## config.mk

```make
export PLATFORM = sky130hd
export DESIGN_NAME = pwm_scan_ctrl
export DESIGN_NICKNAME = d
export VERILOG_FILES = /design/src/rtl/pwm_scan_ctrl.sv
export SDC_FILE = /design/constraint.sdc
export NUM_CORES = 1
export LEC_CHECK = 0
export CORE_MARGIN = 2
export CORE_UTILIZATION = 30
export CTS_CLUSTER_DIAMETER = 120
export DETAILED_ROUTE_END_ITERATION = 10
export HOLD_SLACK_MARGIN = 0.05
export PLACE_DENSITY_LB_ADDON = 0.3
export SYNTH_ARGS = -nofsm -noshare
export SYNTH_HDL_FRONTEND = slang
export SYNTH_SLANG_ARGS = --single-unit
```

## constraint.sdc

```tcl
create_clock -name clock -period 5.72 [get_ports clock]
set_clock_uncertainty 0.2 [all_clocks]
set_input_delay 1.144 -clock clock [delete_from_list [all_inputs] [get_ports clock]]
set_output_delay 1.144 -clock clock [all_outputs]
set_load 0.02 [all_outputs]
```

## src/rtl/pwm_scan_ctrl.sv

```systemverilog
// Round-robin PWM high/low period measurement: one shared counter serves NUM_CH channels,
// publishing one high/low count pair per channel per scan pass.
module pwm_scan_ctrl #(
    parameter int NUM_CH  = 3,
    parameter int CNT_W   = 32,
    parameter int TIMEOUT = 4096
) (
    input  logic                      clock,
    input  logic                      reset,
    input  logic                      enable,
    input  logic [NUM_CH-1:0]         pwm,
    output logic                      busy,
    output logic                      result_valid,
    output logic [2:0]                result_ch,
    output logic [CNT_W-1:0]          result_high,
    output logic [CNT_W-1:0]          result_low,
    output logic                      result_timeout,
    output logic [NUM_CH*CNT_W-1:0]   high_count_all,
    output logic [NUM_CH*CNT_W-1:0]   low_count_all
);

    typedef enum logic [2:0] {
        IDLE,
        SYNC,
        MEAS_HIGH,
        MEAS_LOW,
        DONE
    } state_t;

    localparam logic [CNT_W-1:0] TMO     = CNT_W'(TIMEOUT);
    localparam logic [2:0]       LAST_CH = 3'(NUM_CH - 1);

    state_t state, state_n;

    logic [NUM_CH-1:0] pwm_meta, pwm_sync, pwm_prev;
    logic [NUM_CH-1:0] rise, fall;
    logic [CNT_W-1:0]  cnt, cnt_n;
    logic [CNT_W-1:0]  hi_lat, hi_n;
    logic [2:0]        ch, ch_n;

    logic              lvl_ch, rise_ch, fall_ch;
    logic              load;
    logic [CNT_W-1:0]  res_hi_n, res_lo_n;
    logic              res_to_n;

    // Edge detection runs on every channel so a freshly selected channel is immediately usable.
    assign rise = pwm_sync & ~pwm_prev;
    assign fall = ~pwm_sync & pwm_prev;

    always_comb begin
        lvl_ch  = 1'b0;
        rise_ch = 1'b0;
        fall_ch = 1'b0;
        for (int unsigned i = 0; i < NUM_CH; i++) begin
            if (ch == 3'(i)) begin
                lvl_ch  = pwm_sync[i];
                rise_ch = rise[i];
                fall_ch = fall[i];
            end
        end
    end

    always_comb begin
        state_n  = state;
        cnt_n    = cnt;
        ch_n     = ch;
        hi_n     = hi_lat;
        load     = 1'b0;
        res_hi_n = hi_lat;
        res_lo_n = '0;
        res_to_n = 1'b0;
        case (state)
            IDLE: begin
                ch_n = '0;
                if (enable) begin
                    state_n = SYNC;
                    cnt_n   = '0;
                end
            end
            SYNC: begin
                if (!enable) begin
                    state_n = IDLE;
                end else if (rise_ch) begin
                    state_n = MEAS_HIGH;
                    cnt_n   = CNT_W'(1);
                end else if (cnt == TMO) begin
                    state_n  = DONE;
                    load     = 1'b1;
                    res_to_n = 1'b1;
                    res_hi_n = lvl_ch ? TMO : '0;
                    res_lo_n = lvl_ch ? '0 : TMO;
                end else begin
                    cnt_n = cnt + CNT_W'(1);
                end
            end
            MEAS_HIGH: begin
                if (!enable) begin
                    state_n = IDLE;
                end else if (fall_ch) begin
                    state_n = MEAS_LOW;
                    hi_n    = cnt;
                    cnt_n   = CNT_W'(1);
                end else if (cnt == TMO) begin
                    state_n  = DONE;
                    load     = 1'b1;
                    res_to_n = 1'b1;
                    res_hi_n = TMO;
                    res_lo_n = '0;
                end else begin
                    cnt_n = cnt + CNT_W'(1);
                end
            end
            MEAS_LOW: begin
                if (!enable) begin
                    state_n = IDLE;
                end else if (rise_ch) begin
                    state_n  = DONE;
                    load     = 1'b1;
                    res_lo_n = cnt;
                end else if (cnt == TMO) begin
                    state_n  = DONE;
                    load     = 1'b1;
                    res_to_n = 1'b1;
                    res_lo_n = TMO;
                end else begin
                    cnt_n = cnt + CNT_W'(1);
                end
            end
            DONE: begin
                ch_n = (ch == LAST_CH) ? 3'd0 : ch + 3'd1;
                if (enable) begin
                    state_n = SYNC;
                    cnt_n   = '0;
                end else begin
                    state_n = IDLE;
                end
            end
            default: state_n = IDLE;
        endcase
    end

    // Result fields are captured on entry to DONE so they line up with the result_valid pulse.
    always_ff @(posedge clock) begin
        if (!reset) begin
            state          <= IDLE;
            pwm_meta       <= '0;
            pwm_sync       <= '0;
            pwm_prev       <= '0;
            cnt            <= '0;
            hi_lat         <= '0;
            ch             <= '0;
            busy           <= 1'b0;
            result_valid   <= 1'b0;
            result_ch      <= '0;
            result_high    <= '0;
            result_low     <= '0;
            result_timeout <= 1'b0;
            high_count_all <= '0;
            low_count_all  <= '0;
        end else begin
            pwm_meta     <= pwm;
            pwm_sync     <= pwm_meta;
            pwm_prev     <= pwm_sync;
            state        <= state_n;
            cnt          <= cnt_n;
            hi_lat       <= hi_n;
            ch           <= ch_n;
            busy         <= (state_n != IDLE);
            result_valid <= load;
            if (load) begin
                result_ch      <= ch;
                result_high    <= res_hi_n;
                result_low     <= res_lo_n;
                result_timeout <= res_to_n;
                for (int unsigned i = 0; i < NUM_CH; i++) begin
                    if (ch == 3'(i)) begin
                        high_count_all[i*CNT_W +: CNT_W] <= res_hi_n;
                        low_count_all[i*CNT_W +: CNT_W]  <= res_lo_n;
                    end
                end
            end
        end
    end

endmodule

```

==> results of run 1 <==
-- worst register-to-register path, cell delays in order (launching register included) --
cell,delay [ns]
dfxtp_1,0.72
nor4bb_1,0.17
o311ai_1,0.63
o31ai_4,0.21
a22oi_2,0.84
buf_4,0.68
a211oi_1,0.11
a31o_2,0.24
-- layer usage --
layer | GRT usage [%] | up-vias | routed length, um
li1 | - | 5111 | -
met1 | 23.3 | 4992 | 18200
met2 | 29.0 | 307 | 18900
met3 | 4.55 | 60 | 2620
met4 | 5.71 | 0 | 957
met5 | 0 | - | 0
-- state kept, by name, indices dropped and copies added, names as in the netlist --
register        flops
busy                1
pwm_prev            3
cnt                32
result_valid        1
result_high        32
pwm_sync            3
result_ch           3
high_count_all     96
result_timeout      1
hi_lat             32
result_low         32
state               3
low_count_all      96
pwm_meta            3
ch                  3
-- final timing paths --
| check | start | endpoint | depth (start not counted) | slack, ns |
|---|---|---|---|---|
| max | enable | low_count_all[29]$_SDFFE_PN0P_ | 8 | 1.82 |
| min | pwm_meta[2]$_SDFF_PN0_ | pwm_sync[2]$_SDFF_PN0_ | 1 | 0.23 |
| max reg2reg | ch[1]$_SDFFE_PN0N_ | low_count_all[44]$_SDFFE_PN0P_ | 7 | 1.82 |
| min reg2reg | pwm_meta[2]$_SDFF_PN0_ | pwm_sync[2]$_SDFF_PN0_ | 1 | 0.23 |
-- placed cells by master, fill, tap and decap left out, drive strengths merged, types with 8 or more instances in the layout --
cell and instances:
clkinv 8, nand2 251, o21ai 137, nor2 69
clkbuf 54, buf 15, and2 13, xnor2 23
dfxtp 341, nand3 108, nor4 14, a22o 31
nor4b 8, a21oi 47, mux2i 98, clkdlybuf4s50 266
nor3 22, inv 9
-- layout make-up --
class | instances | area share, %
inverter | 9 | 0.198
multi-input combinational | 900 | 32.0
clock buffer | 54 | 6.65
timing repair buffer | 281 | 16.3
clock inverter | 12 | 0.829
sequential | 341 | 40.0
tap | 539 | 3.95
antenna | 2 | 0.0293
-- cell families (layout without fill, tap and decap cells) --
family | Yosys count | after routing
flip-flops | 341 | 341
buffers and inverters | 119 | 356
AND/OR/NAND/NOR | 533 | 533
multiplexers | 98 | 98
AO/OA/AOI/OAI | 241 | 241
XOR/XNOR | 26 | 26
other | 0 | 2
adder cells (fa/ha/maj) | 2 | 2
-- per-stage QoR --
stage | instance area, um2 | total power [mW] | cells
finish | 17100 | 4.97 | 2138
global route | 17100 | 5.12 | 2138
floorplan | 12800 | 2.50 | 1360
global placement | 15800 | 2.52 | 2070
detailed placement | 15800 | 2.52 | 2070
CTS | 17100 | 5.03 | 2136
-- report_power, final --
| group | total [mW] | leakage, nW | switching [mW] | internal (mW) |
|---|---|---|---|---|
| Sequential | 2.39 | 2.75 | 0.00668 | 2.38 |
| Combinational | 0.0831 | 3.02 | 0.0641 | 0.0190 |
| Clock | 2.50 | 0.631 | 0.985 | 1.51 |
==> metrics.md, run 1 <==
| Metric | Value |
|---|---|
| Status | complete, no violations |
| Seq/Total Area, Yosys | 53.1% |
| Peak supply drop | 0.000159 V |
| Syn_nets | 1368 |
| CTS Root Cell | clkbuf_16 |
| Max cap viols | 0 |
| RD Place Congestion | 0.848 |
| Top-count cell post-synth | dfxtp_1 |
| Final setup TNS | 0 ns |
| Worst-Skew Late Latency | 0.54 ns |
| Post-DP HPWL | 27.7 mm |
| Hold Crit Class | reg -> reg |
| Worst hold margin | 0.231 ns |
| Synth Area in XOR/XNOR | 1.77% |
| Crit path arrival time | 4.15 ns |
| Top cells by area, synth | dfxtp_1, mux2i_1, nand2_1 |
| Synth Area in Compound Gates | 11.3% |
| Bufs and invs on worst path | 2 |
| DRC Markers | 0 |
| CTS resizes | 0 |
| ANT nets after route | 0 |
| Row cnt | 75 |
| Die Ht | 211 um |
| Unrepaired setup endpoints after global routing | false |
| Sequential cell area | 6830 um2 |
| Post-layout util | 40.5% |
| Initial antenna violation count | 2 |
| Vias in the first global route | 10200 |
| Mapped Cells | 1360 |
| IO Port Bufs | 267 |
| Dominant cell type by area after synthesis | dfxtp_1 |
| CTS Buf Count | 38 |
| Simple-gate share of the synthesized area | 21.3% |
| Share of cells above drive strength 1 | 8.39% |
| Hold-fix buffers at CTS | 0 |
| Initial DRT Pass Iterations | 5 |
| Crit-path max FO | 63 |
| Synth cell count leaders | dfxtp_1, nand2_1, nand3_1, mux2i_1, o21ai_0 |
| Cell Area, Synth | 12800 um2 |
| Clock Sink Count | 341 |
| Syn avg cell area | 9.45 um2 |
| Async SR Flop Fraction | 0% |
| Critical path's slowest cell | clkdlybuf4s50_1 |
| Pre-CTS setup slack | 1.27 ns |
| Largest net degree at the start of global routing | 111 |
| Post-synthesis sequential element count | 341 |
| Post-CTS Setup Bufs | 0 |
| GRT Util Overall | 17.9% |
| Worst Path Class, Setup | in -> reg |
| Drt first-iter violations | 525 |
| Critical Path End Type | register |
| Main combinational cell family by area after synthesis | simple AND/OR/NAND/NOR gates |
| Final Setup Violations | 0 |
| Synth Area in Adders | 0.195% |
| Max clock buf depth | 3 |
| Initial core utilization | 30.5% |
| Final period util | 68.3% |
| Crit path max-delay family | simple AND/OR/NAND/NOR gates |
| Gr ovfl total | 0 |
| Final Max Tran Viols | 0 |
| CTS tree | built |
| Crit path time final | 3.90 ns |
| DIE WIDTH | 211 um |
| Clock slew at the register clock pins of the worst setup and hold paths | 0.06 ns |
| Fmax | 256 MHz |
| Crit path required time | 5.97 ns |
| First-pass GRT wire length | 61.3 mm |
| Post-synth EDFFs | 0 |
| Vias | 10500 |
| Mux share of post-synthesis cell area | 7.64% |
| Die area | 44500 um2 |
| Final WL | 40.7 mm |
| # nets final | 1579 |
| Final Hold Vio Count | 0 |
| Worst-margin pin slew | 1.12 ns |
| Post-DR vias/cell | 4.90 |
| Post-synth top area share | 53.1% |
| Fill count | 4106 |
| Boundary pin count | 268 |
| Multi-input logic area | 5460 um2 |
| Synth cell types | 64 |
| P per Cell Area | 291 nW/um2 |
| Crit path largest cell delay | 0.53 ns |
| Min setup slack post-route | 1.82 ns |
| CTS H-tree lvls | 2 |
| Worst path cell trace | clkdlybuf4s50_1 > nor2b_1 > nand2_1 > nor4b_4 > a31o_2 > buf_4 > nand2_8 > mux2i_1 |
| Mean routed wirelength per cell | 19.0 um |
| Syn. warnings | 0 |
| Kind of start point of the critical path | input port |
| Leak | 6.40 nW |
| Ys flop type | dfxtp_1 |
| Layout area overhead | 32.8% |
| Normalized max-slew margin | 25.1% |
| Core footprint | 42100 um2 |
(Power assumes the default switching activity.)
==> run 2: changes to the inputs <==
clock period = 3.65 ns   (was 5.72 ns; I/O delays follow)
==> run 2 against run 1 <==
Compared with the run above:
- worst hold slack gained 0.0089 ns
- power grew 59%
- global-route usage grew 0.28 points
- non-clock buffer count grew 36
- critical path depth shrank 1
- highest routed layer unchanged
==> metrics.md, run 2 (synthesized netlist as in run 1, its figures left out) <==
| Metric | Value |
|---|---|
| Status | complete, no violations (unchanged) |
| Critical hold path startpoint | pwm_meta[1]$_SDFF_PN0_ (was pwm_meta[2]$_SDFF_PN0_) |
| Leak | 6.62 nW (was 6.40 nW) |
| Met1 Usage GRT | 24.3% (was 23.3%) |
| Crit path largest cell delay | 0.70 ns (was 0.53 ns) |
| Worst Path Class, Setup | reg -> reg (was in -> reg) |
| Unrepaired setup endpoints after global routing | false (unchanged) |
| Final std cell area, no fill | 17400 um2 (was 17100 um2) |
| Clk pwr share | 51.1% (was 50.3%) |
| RD Place Congestion | 0.865 (was 0.848) |
| Gr ovfl total | 0 (unchanged) |
| Die Ht | 211 um (unchanged) |
| Reg2reg start | ch[1]$_SDFFE_PN0N_ (unchanged) |
| Post-layout util | 41.3% (was 40.5%) |
| Crit path arrival time | 3.61 ns (was 4.15 ns) |
| Core footprint | 42100 um2 (unchanged) |
| Initial antenna violation count | 1 (was 2) |
| First-pass GRT wire length | 62.3 mm (was 61.3 mm) |
| Vias in the first global route | 10300 (was 10200) |
| Placed cell area | 16100 um2 (was 15800 um2) |
| Worst-margin pin slew | 1.29 ns (was 1.12 ns) |
| CTS Buf Count | 38 (unchanged) |
| Grt met2 use | 29.0% (about the same) |
| DRC Markers | 0 (unchanged) |
| Crit path time final | 3.34 ns |
| CTS tree | built (unchanged) |
| Clock Sink Count | 341 (unchanged) |
| Commonest non-fill, non-tap cell in the layout | dfxtp_1 (unchanged) |
| Largest net degree at the start of global routing | 93 (was 111) |
| Final Max Tran Viols | 0 (unchanged) |
| Worst-Skew Late Latency | 0.55 ns (was 0.54 ns) |
| Final Setup Violations | 0 (unchanged) |
| Max cap viols | 0 (unchanged) |
| Fill count | 4128 (was 4106) |
| CTS Root Cell | clkbuf_16 (unchanged) |
| DIE WIDTH | 211 um (unchanged) |
| P per Cell Area | 455 nW/um2 (was 291 nW/um2) |
| Critical path's slowest cell | dfxtp_1 (was clkdlybuf4s50_1) |
| Commonest non-fill, non-tap cells in the layout | dfxtp_1, clkdlybuf4s50_1, nand2_1 (unchanged) |
| Grt peak-use layer | met2 (unchanged) |
| Post-DR vias/cell | 4.87 (was 4.90) |
| GRT Util Overall | 18.2% (was 17.9%) |
| Total Power | 7.92 mW (was 4.97 mW) |
| Mean routed wirelength per cell | 18.8 um (was 19.0 um) |
| Die area | 44500 um2 (unchanged) |
| Switch share | 20.9% (was 21.3%) |
| Clock slew at the register clock pins of the worst setup and hold paths | 0.06 ns (about the same) |
| Boundary pin count | 268 (unchanged) |
| CTS resizes | 0 (unchanged) |
| Worst r2r dst | low_count_all[71]$_SDFFE_PN0P_ (was low_count_all[44]$_SDFFE_PN0P_) |
| Fmax | 299 MHz |
| Combinational power share | 1.8% (was 1.7%) |
| Critical Path End Type | register (unchanged) |
| Share of cells above drive strength 1 | 10.5% (was 8.39%) |
| Normalized max-slew margin | 13.6% (was 25.1%) |
| Sw Pwr | 1.66 mW (was 1.06 mW) |
| Initial DRT Pass Iterations | 5 (unchanged) |
| Final Hold Vio Count | 0 (unchanged) |
| WHS Endpoint | pwm_sync[1]$_SDFF_PN0_ (was pwm_sync[2]$_SDFF_PN0_) |
| Layout area overhead | 35.6% (was 32.8%) |
| Row cnt | 75 (unchanged) |
| Post-DP HPWL | 28.8 mm (was 27.7 mm) |
| Initial core utilization | 30.5% (unchanged) |
| Kind of start point of the critical path | register (was input port) |
| Peak supply drop | 0.000264 V (was 0.000159 V) |
| Hold-fix buffers at CTS | 0 (unchanged) |
| Final period util | 91.6% |
| Drt first-iter violations | 687 (was 525) |
| Hold Path Depth | 1 (unchanged) |
| Max clock buf depth | 3 (unchanged) |
| Final WL | 40.8 mm (was 40.7 mm) |
| Sequential share of power | 47.1% (was 48.0%) |
| # nets final | 1615 (was 1579) |
| Worst path cell trace | nor4bb_1 > o311ai_1 > o31ai_4 > and2_1 > nor3_4 > buf_4 > a22o_1 (was clkdlybuf4s50_1 > nor2b_1 > nand2_1 > nor4b_4 > a31o_2 > buf_4 > nand2_8 > mux2i_1) |
| CTS H-tree lvls | 2 (unchanged) |
| Met3 Use GR | 4.97% (was 4.55%) |
| Hold Crit Class | reg -> reg (unchanged) |
| Vias | 10600 (was 10500) |
| R2R cell count | 7 (unchanged) |
| Post-CTS Setup Bufs | 0 (unchanged) |
| IO Port Bufs | 267 (unchanged) |
| ANT nets after route | 0 (unchanged) |
| Crit path required time | 3.92 ns (was 5.97 ns) |
| R2r setup slk | 0.31 ns (was 1.82 ns) |
| Worst hold margin | 0.240 ns (was 0.231 ns) |
| Final setup TNS | 0 ns (unchanged) |
| Biggest regs | high_count_all x96, low_count_all x96 (unchanged) |
| Pint | 6.26 mW (was 3.91 mW) |
| Crit-path max FO | 18 (was 63) |
[run 2: critical path, delay by kind of cell, from the launching register on]
kind            cells  cell delay (ns)
simple gates        3             1.06
compound gates      3             0.93
flops               1             0.70
buf+inv             1             0.36
[run 2: layout make-up]
type	instances	area, um2	share of cell area, %
diodes	1	2.50	0.0144
repair buffers	317	3100	17.8
flip-flops and latches	341	6830	39.2
inverters	9	33.8	0.194
well taps	539	674	3.87
clock buffers	55	1130	6.46
clock inverters	12	196	1.13
multi-input cells	900	5460	31.4
[run 2: per-layer routing]
layer | share of wire, % | wire length (um)
met5 | 0 | 0
met4 | 1.5 | 627
met3 | 6.3 | 2580
met2 | 47 | 19100
met1 | 45 | 18500
[run 2: power by group through the flow]
stage | Sequential, mW | Clock [mW] | Combinational (mW)
4_1_cts | 3.73 | 4.13 | 0.143
6_report | 3.73 | 4.04 | 0.143
2_1_floorplan | 3.81 | 0 | 0.102
3_5_place_dp | 3.82 | 0 | 0.143
5_1_grt | 3.73 | 4.30 | 0.154
3_3_place_gp | 3.82 | 0 | 0.142
[run 2: how the worst max path moves through the flow]
stage / startpoint / end / slack [ns] / depth (start not counted)
detailed placement: enable / low_count_all[25]$_SDFFE_PN0P_ / 0.21 / 8
CTS: ch[1]$_SDFFE_PN0N_ / low_count_all[71]$_SDFFE_PN0P_ / 0.31 / 7
floorplan: enable / cnt[20]$_SDFFE_PN0P_ / 1.08 / 6
finish: ch[1]$_SDFFE_PN0N_ / low_count_all[71]$_SDFFE_PN0P_ / 0.31 / 7
global placement: enable / low_count_all[24]$_SDFFE_PN0P_ / 0.32 / 8
global route: ch[1]$_SDFFE_PN0N_ / low_count_all[67]$_SDFFE_PN0P_ / 0.06 / 7
[run 2: through the flow]
stage | instances | setup slack, ns
after floorplan | 1360 | 1.08
after global placement | 2106 | 0.319
after detailed placement | 2106 | 0.213
after CTS | 2173 | 0.307
after global routing | 2174 | 0.0623
final | 2174 | 0.307
